==> src/rtl/step_scheduler.sv <==
// step_scheduler: derives a one-cycle step strobe from CLOCK_50 with run / pause / single-step modes.
// Define STEP_DEBOUNCE_EN to insert a stability-window debouncer on each key after the synchroniser.
module step_scheduler #(
    parameter int MIN_SHIFT  = 20,
    parameter int RATE_W     = 3,
    parameter int CNT_W      = 8,
    parameter int DEB_CYCLES = 16
) (
    input  logic              clk,
    input  logic              reset,
    input  logic              key_run_n,
    input  logic              key_pause_n,
    input  logic              key_step_n,
    input  logic [RATE_W-1:0] rate_sel,
    output logic              step_en,
    output logic [1:0]        mode,
    output logic [CNT_W-1:0]  step_count
);

    localparam int PRE_W   = MIN_SHIFT + (1 << RATE_W);
    localparam int K_PAUSE = 0;
    localparam int K_RUN   = 1;
    localparam int K_STEP  = 2;

    typedef enum logic [1:0] {
        MODE_PAUSE = 2'b00,
        MODE_RUN   = 2'b01,
        MODE_STEP  = 2'b10
    } mode_t;

    logic [2:0]       keyRaw;
    logic [2:0]       sync1_q;
    logic [2:0]       sync2_q;
    logic [2:0]       hist_q;
    logic [2:0]       keyLevel;
    logic [2:0]       press_d;
    logic [2:0]       press_q;
    mode_t            mode_q;
    mode_t            mode_d;
    logic [PRE_W-1:0] pre_q;
    logic [PRE_W-1:0] pre_d;
    logic [PRE_W-1:0] terminal;
    logic             stepEn_q;
    logic             stepEn_d;
    logic [CNT_W-1:0] count_q;
    logic [CNT_W-1:0] count_d;

    assign keyRaw = {key_step_n, key_run_n, key_pause_n};

    // Press events are registered so every key sees the same fixed latency into the FSM.
    always_ff @(posedge clk or negedge reset) begin
        if (!reset) begin
            sync1_q <= '1;
            sync2_q <= '1;
            hist_q  <= '1;
            press_q <= '0;
        end else begin
            sync1_q <= keyRaw;
            sync2_q <= sync1_q;
            hist_q  <= keyLevel;
            press_q <= press_d;
        end
    end

    assign press_d = ~keyLevel & hist_q;

`ifdef STEP_DEBOUNCE_EN
    localparam int DEB_W = (DEB_CYCLES > 1) ? $clog2(DEB_CYCLES) : 1;

    logic [DEB_W-1:0] debCnt_q [3];
    logic [2:0]       debLevel_q;

    // The debounced level follows the synced level only after DEB_CYCLES consecutive disagreeing cycles.
    always_ff @(posedge clk or negedge reset) begin
        if (!reset) begin
            debLevel_q <= '1;
            for (int i = 0; i < 3; i++) begin
                debCnt_q[i] <= '0;
            end
        end else begin
            for (int i = 0; i < 3; i++) begin
                if (sync2_q[i] == debLevel_q[i]) begin
                    debCnt_q[i] <= '0;
                end else if (debCnt_q[i] == DEB_W'(DEB_CYCLES - 1)) begin
                    debLevel_q[i] <= sync2_q[i];
                    debCnt_q[i]   <= '0;
                end else begin
                    debCnt_q[i] <= debCnt_q[i] + DEB_W'(1);
                end
            end
        end
    end

    assign keyLevel = debLevel_q;
`else
    assign keyLevel = sync2_q;

    // A zero-length stability window is meaningless; this empty block only exists when misconfigured.
    if (DEB_CYCLES < 1) begin : g_deb_cycles_invalid
    end
`endif

    assign terminal = (PRE_W'(1) << (MIN_SHIFT + int'(rate_sel))) - PRE_W'(1);

    always_comb begin
        mode_d   = mode_q;
        pre_d    = '0;
        stepEn_d = 1'b0;
        case (mode_q)
            MODE_PAUSE: begin
                if (press_q[K_PAUSE]) begin
                    mode_d = MODE_PAUSE;
                end else if (press_q[K_RUN]) begin
                    mode_d = MODE_RUN;
                end else if (press_q[K_STEP]) begin
                    mode_d = MODE_STEP;
                end
            end
            MODE_RUN: begin
                // ">=" keeps a lowered rate from wrapping the prescaler past its new terminal.
                if (pre_q >= terminal) begin
                    stepEn_d = 1'b1;
                end else begin
                    pre_d = pre_q + PRE_W'(1);
                end
                if (press_q[K_PAUSE]) begin
                    mode_d = MODE_PAUSE;
                    pre_d  = '0;
                end
            end
            MODE_STEP: begin
                stepEn_d = 1'b1;
                mode_d   = MODE_PAUSE;
            end
            default: begin
                mode_d = MODE_PAUSE;
            end
        endcase
    end

    always_comb begin
        count_d = count_q;
        if (stepEn_q) begin
            count_d = count_q + CNT_W'(1);
        end
    end

    always_ff @(posedge clk or negedge reset) begin
        if (!reset) begin
            mode_q   <= MODE_PAUSE;
            pre_q    <= '0;
            stepEn_q <= 1'b0;
            count_q  <= '0;
        end else begin
            mode_q   <= mode_d;
            pre_q    <= pre_d;
            stepEn_q <= stepEn_d;
            count_q  <= count_d;
        end
    end

    assign step_en    = stepEn_q;
    assign mode       = mode_q;
    assign step_count = count_q;

endmodule

==> config.mk <==
export PLATFORM = sky130hd
export DESIGN_NAME = step_scheduler
export DESIGN_NICKNAME = d
export VERILOG_FILES = /design/src/rtl/step_scheduler.sv
export SDC_FILE = /design/constraint.sdc
export NUM_CORES = 1
export LEC_CHECK = 0
export ABC_AREA = 1
export CAP_MARGIN = 20
export CORE_ASPECT_RATIO = 1.4
export CORE_MARGIN = 4
export CORE_UTILIZATION = 63
export CTS_CLUSTER_DIAMETER = 50
export DETAILED_ROUTE_END_ITERATION = 6
export PLACE_DENSITY = 0.84
export SYNTH_ARGS = -nofsm -noshare
export SYNTH_HDL_FRONTEND = slang
export SYNTH_SLANG_ARGS = --single-unit
==> constraint.sdc <==
create_clock -name clk -period 2.5 [get_ports clk]
set_input_delay 0.5 -clock clk [delete_from_list [all_inputs] [get_ports clk]]
set_output_delay 0.5 -clock clk [all_outputs]
set_load 0.03 [all_outputs]
==> impl_metrics.tcl <==
set metrics [dict create \
    critPathBufInv 2 \
    drtIter0Drc 86 \
    grt_pass1_wl_um 9370 \
    fp.dieArea_sq_um 5504 \
    yosysWarnings 0 \
    port_buffers 18 \
    fillers 320 \
    start_util_pct 64.91 \
    synth_xor_area_share_pct 6.685 \
    place_ws_ps -10.70 \
    clkSinkCount 51 \
    cts_hold_buffers 0 \
    synth_cell_type_count 27 \
    whs_ps 103.8 \
    dr.pass1.iters 4 \
    yosys.area_share.adder_pct 6.821 \
    die_w_um 63.85 \
    final_antenna_net_count 0 \
    cts_post_setup_buffers_inserted 0 \
    avgRoutedWirePerCell_um 12.53 \
    drc 0 \
    grtUsageTotal_pct 21.55 \
    cp_common_cell "nor2_1" \
    fin_ws_ps 302.6 \
    area_growth_pct 12.91 \
    overflow 0 \
    synth_simple_gate_area_share_pct 29.42 \
    hpwl_um 3795 \
    arrival_ps 2390 \
    path_delay_family "buffers and inverters" \
    vias 2121 \
    cp.required_ps 2700 \
    setup-violations-final 0 \
    leakagePower_nw 1.335 \
    power_density_nw_per_um2 612.7 \
    synth_mux_area_share_pct 0.4093 \
    dieHeight_um 86.20 \
    final_util_pct 73.29 \
    cts_buffers 5 \
    synth_compound_gate_area_share_pct 2.774 \
    layout-drive-gt1-share_pct 10.92 \
    cp_max_fo 28 \
    globalplace.congestion 0.8893 \
    synth_area_per_cell_sq_um 8.338 \
    rsz0062_at_grt "false" \
    syn-cell-area_sq_um 2751 \
    clockRootBuffer "clkbuf_8" \
    worst_setup_path_start_kind "primary input" \
    grt_pass1_vias 2240 \
    multi_input_area_sq_um 1280 \
    max-cap-violations 0 \
    cts_tree "done" \
    hold_viol 0 \
    critical_path.max_stage_delay_ps 580 \
    max_freq_mhz 455.1 \
    ir_drop_mv 0.4828 \
    min_period_over_period_pct 87.90 \
    clkTransAtPathRegs_ps 90 \
    status "finished clean" \
    ys_ff_latch 51 \
    cp_slowest_cell "clkdlybuf4s50_1" \
    skew_ps 6.007 \
    period_needed_ps 2197 \
    diodes 0 \
    cts_resized 0 \
    io_pins 19 \
    grt_max_degree 35 \
    antenna_found_initial 0 \
    yosysSeqAreaShare_pct 46.79 \
    fin_nets 379 \
    worstPathCellList "clkdlybuf4s50_1 > o21ai_0 > ha_1 > nand2_1 > nor2_1 > nand2_1 > nor2_1 > nand2_2 > nand4_4 > buf_12 > nor2_1" \
    rows 28 \
    drv_slew 0 \
    synth_top_family_by_area "simple AND/OR/NAND/NOR gates" \
    clockBufferDepth 2 \
    vias_per_cell 5.086 \
    seqCellArea_sq_um 1287 \
    clk_latency_ps 310 \
    hold_path.class "in -> async" \
    worstSetupEndpointType "flip-flop" \
    syn_inst 330 \
    htreeDepth 2 \
    crit_type "in -> reg" \
    wl_um 5227 \
    coreArea_sq_um 4239 \
]
-- Yosys cell counts, drive strengths merged --
library cell / instances / area (sq um)
dfstp: 9 / 236.5
a21oi: 5 / 25.02
o22ai: 1 / 6.260
inv: 44 / 165.2
buf: 2 / 22.52
nor2: 68 / 277.8
dfrtp: 42 / 1051
nor3: 15 / 85.08
nand4: 9 / 71.32
nor3b: 1 / 18.77
o21ai: 9 / 45.04
ha: 15 / 187.7
conb: 2 / 7.510
nand3: 9 / 55.05
xnor2: 8 / 70.07
xor2: 13 / 113.9
mux2: 1 / 11.26
and3: 1 / 6.260
nand2: 76 / 295.3
-- per-layer routing --
layer,GRT usage (%),share of wire (%),vias up
met2,39.79,53,37
met4,10.02,2.7,0
li1,-,-,1071
met1,23.30,41,996
met3,4.280,3.1,17
met5,0,0,-
-- sequential cells by signal, summed over array words and instances (netlist names) --
signal / flops
hist_q: 3
keyLevel: 3
mode: 2
pre_q: 28
press_q: 3
step_count: 8
step_en: 1
sync1_q: 3
-- metrics by stage --
| step | power, mW | cells | TNS, ps | cell area, sq um |
|---|---|---|---|---|
| final | 1.904 | 417 | 0 | 3107 |
| after floorplan | 1.241 | 331 | 0 | 2755 |
| after global placement | 1.407 | 409 | 0 | 3010 |
| after CTS | 1.923 | 417 | 0 | 3107 |
| after detailed placement | 1.426 | 409 | -98.04 | 3010 |
| after global routing | 2.014 | 417 | 0 | 3107 |
-- layout make-up --
class	count	area share, %
clock buffer	5	2.215
clock inverter	3	0.8860
inverter	44	5.316
multi-input combinational	234	41.20
sequential	51	41.44
tap	60	2.416
timing repair buffer	20	6.524
-- layout by cell type, fill, tap and decap left out, types with 7 or more instances in the layout --
cell type,n
clkdlybuf4s50_1,17
dfrtp_1,42
dfstp_2,9
ha_1,15
inv_1,43
nand2_1,72
nand3_1,7
nand4_1,8
nor2_1,61
nor3_1,13
xnor2_1,8
xor2_1,13
-- where the power goes --
| group | internal (mW) | total (mW) | switching, mW |
|---|---|---|---|
| Combinational | 0.184 | 0.444 | 0.260 |
| Clock | 0.207 | 0.494 | 0.286 |
| Sequential | 0.897 | 0.966 | 0.0693 |
-- cells by family after synthesis --
family                   count (synthesis)
AO/OA/AOI/OAI                           15
AND/OR/NAND/NOR                        179
buffers and inverters                   46
other                                    2
adder cells (fa/ha/maj)                 15
XOR/XNOR                                21
flip-flops                              51
multiplexers                             1
-- worst paths after layout --
kind / startpoint / to / slack [ps] / cells past startpoint
setup reg to reg: pre_q[21] / pre_q[8] / 690 / 9
max in group asynchronous: reset / hist_q[0] / 1620 / 2
hold reg to reg: sync1_q[1] / keyLevel[1] / 360 / 0
setup / recovery: rate_sel[2] / pre_q[20] / 300 / 11
min in group clk: sync1_q[1] / keyLevel[1] / 360 / 0
hold / removal: reset / step_count[4] / 100 / 1
Note: power is estimated with default switching activity, not from simulation.
